==> src/rtl/mem_arbiter_pkg.sv <==
// Shared definitions for the instruction/data RAM arbiter: port-select encoding
// and default geometry.
package mem_arbiter_pkg;

  typedef enum logic {
    PORT_IF = 1'b0,
    PORT_D  = 1'b1
  } port_sel_e;

  localparam int unsigned DEF_ADDR_W = 8;
  localparam int unsigned DEF_CNT_W  = 16;

  // One-hot grant vector for a port; bit position equals the port encoding.
  function automatic logic [1:0] port_onehot(input port_sel_e p);
    return (p == PORT_D) ? 2'b10 : 2'b01;
  endfunction

endpackage

==> src/rtl/mem_arbiter_rr_arb2.sv <==
// Two-requester round-robin selector: on a tie the port that did not win
// most recently is granted.
module rr_arb2
  import mem_arbiter_pkg::*;
(
  input  logic [1:0] req,
  input  port_sel_e  last_gnt,
  output logic [1:0] gnt
);

  always_comb begin
    // NOTE: default every always_comb output first so no path infers a latch.
    gnt = 2'b00;
    case (req)
      2'b01:   gnt = port_onehot(PORT_IF);
      2'b10:   gnt = port_onehot(PORT_D);
      2'b11:   gnt = (last_gnt == PORT_IF) ? port_onehot(PORT_D) : port_onehot(PORT_IF);
      default: gnt = 2'b00;
    endcase
  end

endmodule

==> src/rtl/mem_arbiter.sv <==
// Shares one single-port RAM between instruction fetch and data ports with
// round-robin arbitration, latency-1 reads and a saturating contention counter.
module mem_arbiter
  import mem_arbiter_pkg::*;
#(
  parameter int unsigned ADDR_W = DEF_ADDR_W,
  parameter int unsigned CNT_W  = DEF_CNT_W
) (
  input  logic              clk,
  input  logic              rst,
  input  logic              if_req,
  input  logic [31:0]       if_addr,
  output logic              if_gnt,
  output logic              if_rvalid,
  output logic [31:0]       if_rdata,
  input  logic              d_req,
  input  logic              d_we,
  input  logic [31:0]       d_addr,
  input  logic [31:0]       d_wdata,
  output logic              d_gnt,
  output logic              d_rvalid,
  output logic [31:0]       d_rdata,
  output logic              mem_en,
  output logic              mem_we,
  output logic [ADDR_W-1:0] mem_addr,
  output logic [31:0]       mem_wdata,
  input  logic [31:0]       mem_rdata,
  output logic [CNT_W-1:0]  stall_cnt
);

  port_sel_e        last_gnt_q, last_gnt_d;
  logic             if_pend_q, if_pend_d;
  logic             d_pend_q, d_pend_d;
  logic [31:0]      if_rdata_q, if_rdata_d;
  logic [31:0]      d_rdata_q, d_rdata_d;
  logic [CNT_W-1:0] stall_q, stall_d;
  logic [1:0]       gnt;
  logic             stall_evt;

  // Byte-offset and out-of-range address bits are dropped silently.
  logic unused_addr_bits;
  assign unused_addr_bits = ^{if_addr[31:ADDR_W+2], if_addr[1:0],
                              d_addr[31:ADDR_W+2], d_addr[1:0]};

  rr_arb2 u_rr_arb2 (
    .req      ({d_req, if_req}),
    .last_gnt (last_gnt_q),
    .gnt      (gnt)
  );

  assign if_gnt = gnt[0];
  assign d_gnt  = gnt[1];

  // The granted access drives the RAM in the same cycle.
  assign mem_en    = if_gnt | d_gnt;
  assign mem_we    = d_gnt & d_we;
  assign mem_addr  = d_gnt ? d_addr[ADDR_W+1:2] : if_addr[ADDR_W+1:2];
  assign mem_wdata = d_gnt ? d_wdata : 32'h0;

  assign stall_evt = (if_req & ~if_gnt) | (d_req & ~d_gnt);

  always_comb begin
    last_gnt_d = last_gnt_q;
    if (d_gnt) begin
      last_gnt_d = PORT_D;
    end else if (if_gnt) begin
      last_gnt_d = PORT_IF;
    end

    if_pend_d = if_gnt;
    d_pend_d  = d_gnt & ~d_we;

    // Returned words are captured so rdata holds until the port's next rvalid.
    if_rdata_d = if_pend_q ? mem_rdata : if_rdata_q;
    d_rdata_d  = d_pend_q  ? mem_rdata : d_rdata_q;

    stall_d = stall_q;
    if (stall_evt && (stall_q != {CNT_W{1'b1}})) begin
      stall_d = stall_q + {{(CNT_W-1){1'b0}}, 1'b1};
    end
  end

  always_ff @(posedge clk or negedge rst) begin
    if (!rst) begin
      last_gnt_q <= PORT_IF;
      if_pend_q  <= 1'b0;
      d_pend_q   <= 1'b0;
      // NOTE: the rdata holding registers are plain flops, not RAM, so they are
      // reset to give a defined 0 on the outputs during reset.
      if_rdata_q <= 32'h0;
      d_rdata_q  <= 32'h0;
      stall_q    <= '0;
    end else begin
      // NOTE: non-blocking assignments keep every flop sampling pre-edge values.
      last_gnt_q <= last_gnt_d;
      if_pend_q  <= if_pend_d;
      d_pend_q   <= d_pend_d;
      if_rdata_q <= if_rdata_d;
      d_rdata_q  <= d_rdata_d;
      stall_q    <= stall_d;
    end
  end

  assign if_rvalid = if_pend_q;
  assign d_rvalid  = d_pend_q;
  assign if_rdata  = if_pend_q ? mem_rdata : if_rdata_q;
  assign d_rdata   = d_pend_q  ? mem_rdata : d_rdata_q;
  assign stall_cnt = stall_q;

endmodule
==> config.mk <==
export PLATFORM = sky130hd
export DESIGN_NAME = mem_arbiter
export DESIGN_NICKNAME = d
export VERILOG_FILES = /design/src/rtl/mem_arbiter_pkg.sv /design/src/rtl/mem_arbiter_rr_arb2.sv /design/src/rtl/mem_arbiter.sv
export SDC_FILE = /design/constraint.sdc
export NUM_CORES = 1
export LEC_CHECK = 0
export CORE_UTILIZATION = 32
export DETAILED_ROUTE_END_ITERATION = 10
export GPL_TIMING_DRIVEN = 0
export HOLD_SLACK_MARGIN = 0.06
export PLACE_DENSITY = 0.89
export SETUP_SLACK_MARGIN = 0.5
export SYNTH_ARGS = -nofsm -noshare
export SYNTH_HDL_FRONTEND = slang
export SYNTH_SLANG_ARGS = --single-unit
==> constraint.sdc <==
create_clock -name clk -period 1.6 [get_ports clk]
set_input_delay 0.24 -clock clk [delete_from_list [all_inputs] [get_ports clk]]
set_output_delay 0.24 -clock clk [all_outputs]
set_load 0.01 [all_outputs]
==> results of run 1 <==
[state kept, by name (all words and copies together) (netlist names)]
register,cells
d_rdata_q,32
if_rdata_q,32
stall_cnt,16
d_rvalid,1
if_rvalid,1
last_gnt_q,1
[cells in the final DEF, fill, tap and decap left out, types with 7 or more instances in the layout]
master	count
sky130_fd_sc_hd__nand4_1	7
sky130_fd_sc_hd__buf_8	7
sky130_fd_sc_hd__and2_4	34
sky130_fd_sc_hd__buf_12	7
sky130_fd_sc_hd__buf_6	210
sky130_fd_sc_hd__dfrtp_2	7
sky130_fd_sc_hd__dfrtp_1	76
sky130_fd_sc_hd__clkdlybuf4s50_1	81
sky130_fd_sc_hd__buf_4	35
sky130_fd_sc_hd__clkbuf_16	11
sky130_fd_sc_hd__mux2_4	75
[final timing paths]
check | endpoint | slack (ns) | depth (start not counted)
worst max-delay path | mem_addr[4] | -0.53 | 7
worst min-delay path | last_gnt_q | 0.15 | 2
worst max register to register | stall_cnt[9] | -0.17 | 8
worst min register to register | d_rdata_q[14] | 0.50 | 1
max in group asynchronous | if_rdata_q[1] | 0.67 | 3
min in group asynchronous | stall_cnt[10] | 0.37 | 2
[per-layer routing]
metal | wire (um) | global-route usage | vias to the layer above
met5 | 0 | 0 | -
met1 | 5100 | 0.231 | 1840
li1 | - | - | 1628
met2 | 8400 | 0.440 | 197
met3 | 978 | 0.0573 | 47
met4 | 527 | 0.101 | 0
[power by group]
group	switching, W	total, W	internal (W)	leakage [nW]
Sequential	0.000218	0.00271	0.00249	0.986
Clock	0.000819	0.00190	0.00108	0.130
Combinational	0.00146	0.00407	0.00261	2.93
Total	0.00250	0.00867	0.00618	4.05
[logic make-up after synthesis]
kind of cell | Yosys count
AOI/OAI and AO/OA | 11
buffers and inverters | 17
DFF | 83
muxes | 75
adders and majority gates | 1
xor gates and xnor gates | 8
and+or+nand+nor | 72
[repair_timing]
| action | in CTS | in global routing |
|---|---|---|
| hold endpoints to repair | 37 | 0 |
| endpoints found under the setup margin | 203 | 251 |
| pin swaps | 29 | 17 |
| buffers inserted | 82 | 36 |
| resized for setup | 713 | 75 |
| gates cloned | 6 | 1 |
| hold buffers | 1 | 0 |
[worst max-delay path: stages (launching register included)]
cell	delay, ns
sky130_fd_sc_hd__dfrtp_1	0.39
sky130_fd_sc_hd__nand2b_4	0.14
sky130_fd_sc_hd__and2_4	0.14
sky130_fd_sc_hd__nor2b_1	0.13
sky130_fd_sc_hd__buf_4	0.18
sky130_fd_sc_hd__buf_8	0.14
sky130_fd_sc_hd__mux2_4	0.31
sky130_fd_sc_hd__buf_6	0.12
[stage by stage]
stage          cells   util  hold slack (ns)  TNS [ns]  setup slack [ns]
3_3_place_gp     617  0.586            0.475   -247.00             -2.75
2_1_floorplan    267      -          -0.0556         0           0.00823
6_report         759  0.771            0.152    -32.76            -0.529
3_5_place_dp     618  0.589            0.239    -43.42            -0.900
4_1_cts          722  0.721            0.187    -31.30            -0.489
5_1_grt          759  0.771            0.190    -39.95            -0.635
[final cells by class]
type	instances	share of cell area
flip-flops and latches	83	0.247
repair buffers	337	0.434
clock inverters	5	0.00356
multi-input cells	167	0.236
plain buffers	15	0.0292
well taps	140	0.0208
inverters	2	0.000890
clock buffers	10	0.0283
==> impl_table.tex, run 1 <==
\begin{tabular}{lr}
\hline
Metric & Value \\
\hline
\multicolumn{2}{l}{\textbf{Status}} \\
Run status & finished, violations left \\
Violations in the final reports & setup timing \\
\multicolumn{2}{l}{\textbf{Global route}} \\
Pin count of the biggest net entering global routing & 47 \\
First-pass GRT wire length & 20200 um \\
Total congestion overflow & 0 \\
Vias in the first global route & 3896 \\
Overall routing resource usage & 0.229 \\
Number of antenna violations at the first check in global routing & 0 \\
\multicolumn{2}{l}{\textbf{Synthesis}} \\
Parity-gate share of the synthesized area counting xor and xnor cells & 0.0193 \\
Synthesized-area fraction occupied by ao, oa, aoi and oai cells & 0.0210 \\
Flip-flop and latch count after synthesis & 83 \\
Cell type contributing the most total cell area after synthesis & sky130\_fd\_sc\_hd\_\_dfrtp\_1 \\
Mux cell area share after synthesis & 0.234 \\
Syn Area/Cell & 13.6 um\^{}2 \\
Post-synth top area share & 0.572 \\
Cell Area, Synth & 3630 um\^{}2 \\
Post-synth top cells & sky130\_fd\_sc\_hd\_\_dfrtp\_1, sky130\_fd\_sc\_hd\_\_mux2\_2, sky130\_fd\_sc\_hd\_\_and2\_1 \\
Cell with the most instances after synthesis & sky130\_fd\_sc\_hd\_\_dfrtp\_1 \\
Proportion of synthesized flip-flops having asynchronous set or reset & 1.00 \\
Seq/Total Area, Yosys & 0.572 \\
Post-Synth Adder-Cell Area & 0.00345 \\
Distinct cell type count of the synthesized netlist & 32 \\
Most area-consuming cells after synthesis & sky130\_fd\_sc\_hd\_\_dfrtp\_1, sky130\_fd\_sc\_hd\_\_mux2\_2, sky130\_fd\_sc\_hd\_\_and2\_1, sky130\_fd\_sc\_hd\_\_xnor2\_1, sky130\_fd\_sc\_hd\_\_buf\_2 \\
Main combinational cell family by area after synthesis & multiplexers \\
Primary flip-flop cell chosen by synthesis mapping & sky130\_fd\_sc\_hd\_\_dfrtp\_1 \\
Simple-gate share of the synthesized area & 0.128 \\
Synthesized net count & 401 \\
Synthesized instance count & 267 \\
Number of enable flip-flop cells after synthesis & 0 \\
Count of synthesis-stage warnings from yosys & 0 \\
\multicolumn{2}{l}{\textbf{Detailed routing}} \\
Detailed-routing iteration count for the pre-antenna-repair pass & 4 \\
Post-detailed-routing wire length & 15000 um \\
DRC viols & 0 \\
Initial DRC Count & 120 \\
Drt via density & 4.89 \\
Vias & 3712 \\
Count of antenna-violating nets left after detailed routing & 0 \\
Routed wire length per instance & 19.8 um \\
\multicolumn{2}{l}{\textbf{Die}} \\
Die Span X & 108 um \\
\# IOs & 259 \\
Die height & 108 um \\
Die ar. & 11800 um\^{}2 \\
Num rows & 38 \\
Initial cell density of the core & 0.332 \\
Core region area & 10900 um\^{}2 \\
\multicolumn{2}{l}{\textbf{Worst hold path}} \\
Worst min path class & in -> reg \\
Worst Min Path Start & if\_req \\
\multicolumn{2}{l}{\textbf{Setup path}} \\
Data arrival at the endpoint of the critical path & 1.89 ns \\
Critical setup path kind & reg -> out \\
Reg2Reg Launch Point & stall\_cnt[0] \\
Biggest fanout along the worst timing path & 7 \\
Category of the worst setup path launch point & flop \\
Crit path capture type & output pin \\
Timing startpoint of the critical path & last\_gnt\_q \\
Required time worst endpoint & 1.36 ns \\
\multicolumn{2}{l}{\textbf{Place}} \\
Total half-perimeter wirelength after legalization and detailed placement & 8060 um \\
Routability congestion estimate & 0.808 \\
Cell area reported after detailed placement & 6440 um\^{}2 \\
Number of buffers inserted by port buffering & 210 \\
\multicolumn{2}{l}{\textbf{Pwr}} \\
Static Leak & 4.05 nW \\
Power density over the cells & 1030 nW/um\^{}2 \\
Worst ir drop on vdd & 0.578 mV \\
Pwr Total & 0.00867 W \\
\multicolumn{2}{l}{\textbf{Timing}} \\
Number of max-slew violations in the final report & 0 \\
Ratio of final minimum period to clock period & 1.33 \\
Transition time at the pin with the least slew margin & 0.367 ns \\
Final worst clock skew & 0.0115 ns \\
Worst slew margin relative to its limit & 0.755 \\
Final Critical Period & 2.13 ns \\
Hold violation total from the final report & 0 \\
Setup repair after global routing missed its margin & yes \\
Number of failing setup endpoints in the final timing report & 110 \\
Setup WS post-layout & -0.529 ns \\
Peak Freq & 470 MHz \\
\multicolumn{2}{l}{\textbf{Layout}} \\
Total of fill cells in the finished design & 588 \\
Post-route cell area & 8430 um\^{}2 \\
Layout cells sized above 1 & 0.688 \\
Nets & 749 \\
Number of antenna diodes & 0 \\
Footprint of the multi-input gates & 1990 um\^{}2 \\
Synthesis-to-layout area growth & 132\% \\
Seq. cell area & 2090 um\^{}2 \\
\multicolumn{2}{l}{\textbf{Clock tree}} \\
Clock latency on the worst-skew pair & 0.34 ns \\
CTS tree & built \\
CTS max path bufs & 2 \\
H-Tree Depth & 3 \\
Count of clock tree sinks & 83 \\
Clock transition at the register clock pins on the worst setup and hold paths after CTS & 0.06 ns \\
Clock root buffer & sky130\_fd\_sc\_hd\_\_clkbuf\_16 \\
Total CTS buffers & 9 \\
\multicolumn{2}{l}{\textbf{Run}} \\
Max Cap Viol & 0 \\
\hline
\end{tabular}
(Power assumes the default switching activity.)
==> run 2, diff against run 1 <==
==> constraint.sdc (replaced) <==
create_clock -name clk -period 1.6 [get_ports clk]
set_input_delay 0.16 -clock clk [delete_from_list [all_inputs] [get_ports clk]]
set_output_delay 0.16 -clock clk [all_outputs]
set_load 0.01 [all_outputs]
==> impl_table.tex, run 2 (same netlist as run 1, synthesis figures left out) <==
\begin{tabular}{lr}
\hline
Metric & Value \\
\hline
\multicolumn{2}{l}{\textbf{Timing}} \\
Hold slack & 0.300 ns \\
Final worst clock skew & 0.00727 ns \\
Transition time at the pin with the least slew margin & 0.408 ns \\
Hold violation total from the final report & 0 \\
Peak Freq & 495 MHz \\
Number of max-slew violations in the final report & 0 \\
Setup repair after global routing missed its margin & yes \\
Final Critical Period & 2.02 ns \\
Setup WS post-layout & -0.419 ns \\
Ratio of final minimum period to clock period & 1.26 \\
Number of failing setup endpoints in the final timing report & 108 \\
Worst slew margin relative to its limit & 0.728 \\
\multicolumn{2}{l}{\textbf{Layout}} \\
Post-route cell area & 8730 um\^{}2 \\
Number of antenna diodes & 0 \\
Synthesis-to-layout area growth & 141\% \\
Layout cells sized above 1 & 0.701 \\
Commonest cells after routing, fill and taps aside & sky130\_fd\_sc\_hd\_\_buf\_6, sky130\_fd\_sc\_hd\_\_clkdlybuf4s50\_1, sky130\_fd\_sc\_hd\_\_mux2\_4, sky130\_fd\_sc\_hd\_\_dfrtp\_1, sky130\_fd\_sc\_hd\_\_and2\_4 \\
Fraction of the core area covered by cells at the end of the flow & 0.799 \\
Nets & 758 \\
Most common cell after layout, fill and taps aside & sky130\_fd\_sc\_hd\_\_buf\_6 \\
\multicolumn{2}{l}{\textbf{Global route}} \\
Met1 global-route usage & 0.249 \\
Met2 Track Usage GR & 0.467 \\
Peak-usage layer in the global routing report & met2 \\
Pin count of the biggest net entering global routing & 54 \\
Vias in the first global route & 4055 \\
First-pass GRT wire length & 21300 um \\
Number of antenna violations at the first check in global routing & 0 \\
Total congestion overflow & 0 \\
Overall routing resource usage & 0.244 \\
Met3 usage & 0.0482 \\
\multicolumn{2}{l}{\textbf{Clock tree}} \\
H-Tree Depth & 3 \\
Clock transition at the register clock pins on the worst setup and hold paths after CTS & 0.06 ns \\
Count of clock tree sinks & 83 \\
Clock latency on the worst-skew pair & 0.34 ns \\
Total CTS buffers & 9 \\
CTS max path bufs & 2 \\
CTS tree & built \\
Clock root buffer & sky130\_fd\_sc\_hd\_\_clkbuf\_16 \\
\multicolumn{2}{l}{\textbf{Status}} \\
Run status & finished, violations left \\
Violations in the final reports & setup timing \\
\multicolumn{2}{l}{\textbf{Place}} \\
Minimum setup slack after placement & -0.794 ns \\
Total half-perimeter wirelength after legalization and detailed placement & 8080 um \\
Routability congestion estimate & 0.791 \\
Number of buffers inserted by port buffering & 210 \\
Cell area reported after detailed placement & 6420 um\^{}2 \\
\multicolumn{2}{l}{\textbf{Detailed routing}} \\
Count of antenna-violating nets left after detailed routing & 0 \\
Routed wire length per instance & 20.0 um \\
Post-detailed-routing wire length & 15400 um \\
Detailed-routing iteration count for the pre-antenna-repair pass & 4 \\
Initial DRC Count & 154 \\
DRC viols & 0 \\
Vias & 3732 \\
Drt via density & 4.85 \\
\multicolumn{2}{l}{\textbf{Setup path}} \\
Crit path cell chain & nand2b\_4 > and2\_4 > nor2b\_4 > buf\_8 > buf\_8 > mux2\_4 > buf\_6 \\
Crit path capture type & output pin \\
Slack of the worst reg-to-reg path & -0.02 ns \\
Number of buffer and inverter stages on the critical path & 3 \\
Biggest fanout along the worst timing path & 7 \\
Largest stage delay on the critical path & 0.39 ns \\
Critical-path top delay cell & sky130\_fd\_sc\_hd\_\_dfrtp\_1 \\
Most frequent cell on the critical path & sky130\_fd\_sc\_hd\_\_buf\_8 \\
Category of the worst setup path launch point & flop \\
Required time worst endpoint & 1.44 ns \\
CP top delay family & simple AND/OR/NAND/NOR gates \\
Data arrival at the endpoint of the critical path & 1.86 ns \\
Critical setup path kind & reg -> out \\
\multicolumn{2}{l}{\textbf{Die}} \\
Die Span X & 108 um \\
Die height & 108 um \\
Initial cell density of the core & 0.332 \\
Num rows & 38 \\
Core region area & 10900 um\^{}2 \\
\# IOs & 259 \\
Die ar. & 11800 um\^{}2 \\
\multicolumn{2}{l}{\textbf{Pwr}} \\
Static Leak & 4.17 nW \\
Power density over the cells & 1050 nW/um\^{}2 \\
Worst ir drop on vdd & 0.556 mV \\
\multicolumn{2}{l}{\textbf{Run}} \\
Max Cap Viol & 0 \\
\multicolumn{2}{l}{\textbf{Worst hold path}} \\
Worst min path class & in -> reg \\
\hline
\end{tabular}
[run 2: worst paths after layout]
path,end,cells past startpoint,startpoint
setup / recovery,mem_addr[2],7,last_gnt_q
hold / removal,last_gnt_q,2,if_req
setup reg to reg,d_rdata_q[20],7,d_rvalid
hold reg to reg,if_rdata_q[11],1,if_rdata_q[11]
max in group asynchronous,stall_cnt[13],3,rst
min in group asynchronous,d_rdata_q[17],2,rst
[run 2: what timing repair did]
action | CTS | global route
setup endpoints to repair | 203 | 200
gates resized for setup | 711 | 63
hold buffers | 1 | 0
gates cloned | 9 | 0
pin swaps | 24 | 20
buffers inserted | 89 | 36
endpoints found under the hold margin | 30 | 0
[run 2: layout make-up]
cell class              instances  area (um^2)
repair buffers                346         3850
fillers                       558         2200
flip-flops and latches         83         2090
multi-input cells             167         2030
plain buffers                  15          263
clock buffers                  11          253
well taps                     140          175
clock inverters                 5         75.1
inverters                       2         7.51
[run 2: worst reg2reg max path, stage by stage (launching register included)]
cell                        delay [ns]
sky130_fd_sc_hd__dfrtp_1          0.42
sky130_fd_sc_hd__clkbuf_16        0.19
sky130_fd_sc_hd__buf_12           0.13
sky130_fd_sc_hd__buf_12           0.12
sky130_fd_sc_hd__buf_16           0.13
sky130_fd_sc_hd__mux2_4           0.32
sky130_fd_sc_hd__buf_6            0.12
sky130_fd_sc_hd__buf_6            0.10
[run 2: routing by layer]
metal | wire length, um | vias up
li1 | - | 1647
met1 | 5470 | 1844
met2 | 8560 | 190
met3 | 764 | 51
met4 | 611 | 0
met5 | 0 | -
[run 2: power by group]
part	leakage, nW	switching [W]	internal [W]
registers	0.983	0.000194	0.00249
logic	3.02	0.00151	0.00268
clock network	0.165	0.000837	0.00144
total	4.17	0.00254	0.00661
[run 2: metrics by stage]
| stage | total power [W] | TNS, ns | cells |
|---|---|---|---|
| after floorplan | 0.00392 | 0 | 267 |
| after global placement | 0.00523 | -228.11 | 617 |
| after detailed placement | 0.00532 | -32.10 | 618 |
| after CTS | 0.00861 | -25.84 | 733 |
| after global routing | 0.00951 | -31.97 | 769 |
| final | 0.00916 | -26.85 | 769 |
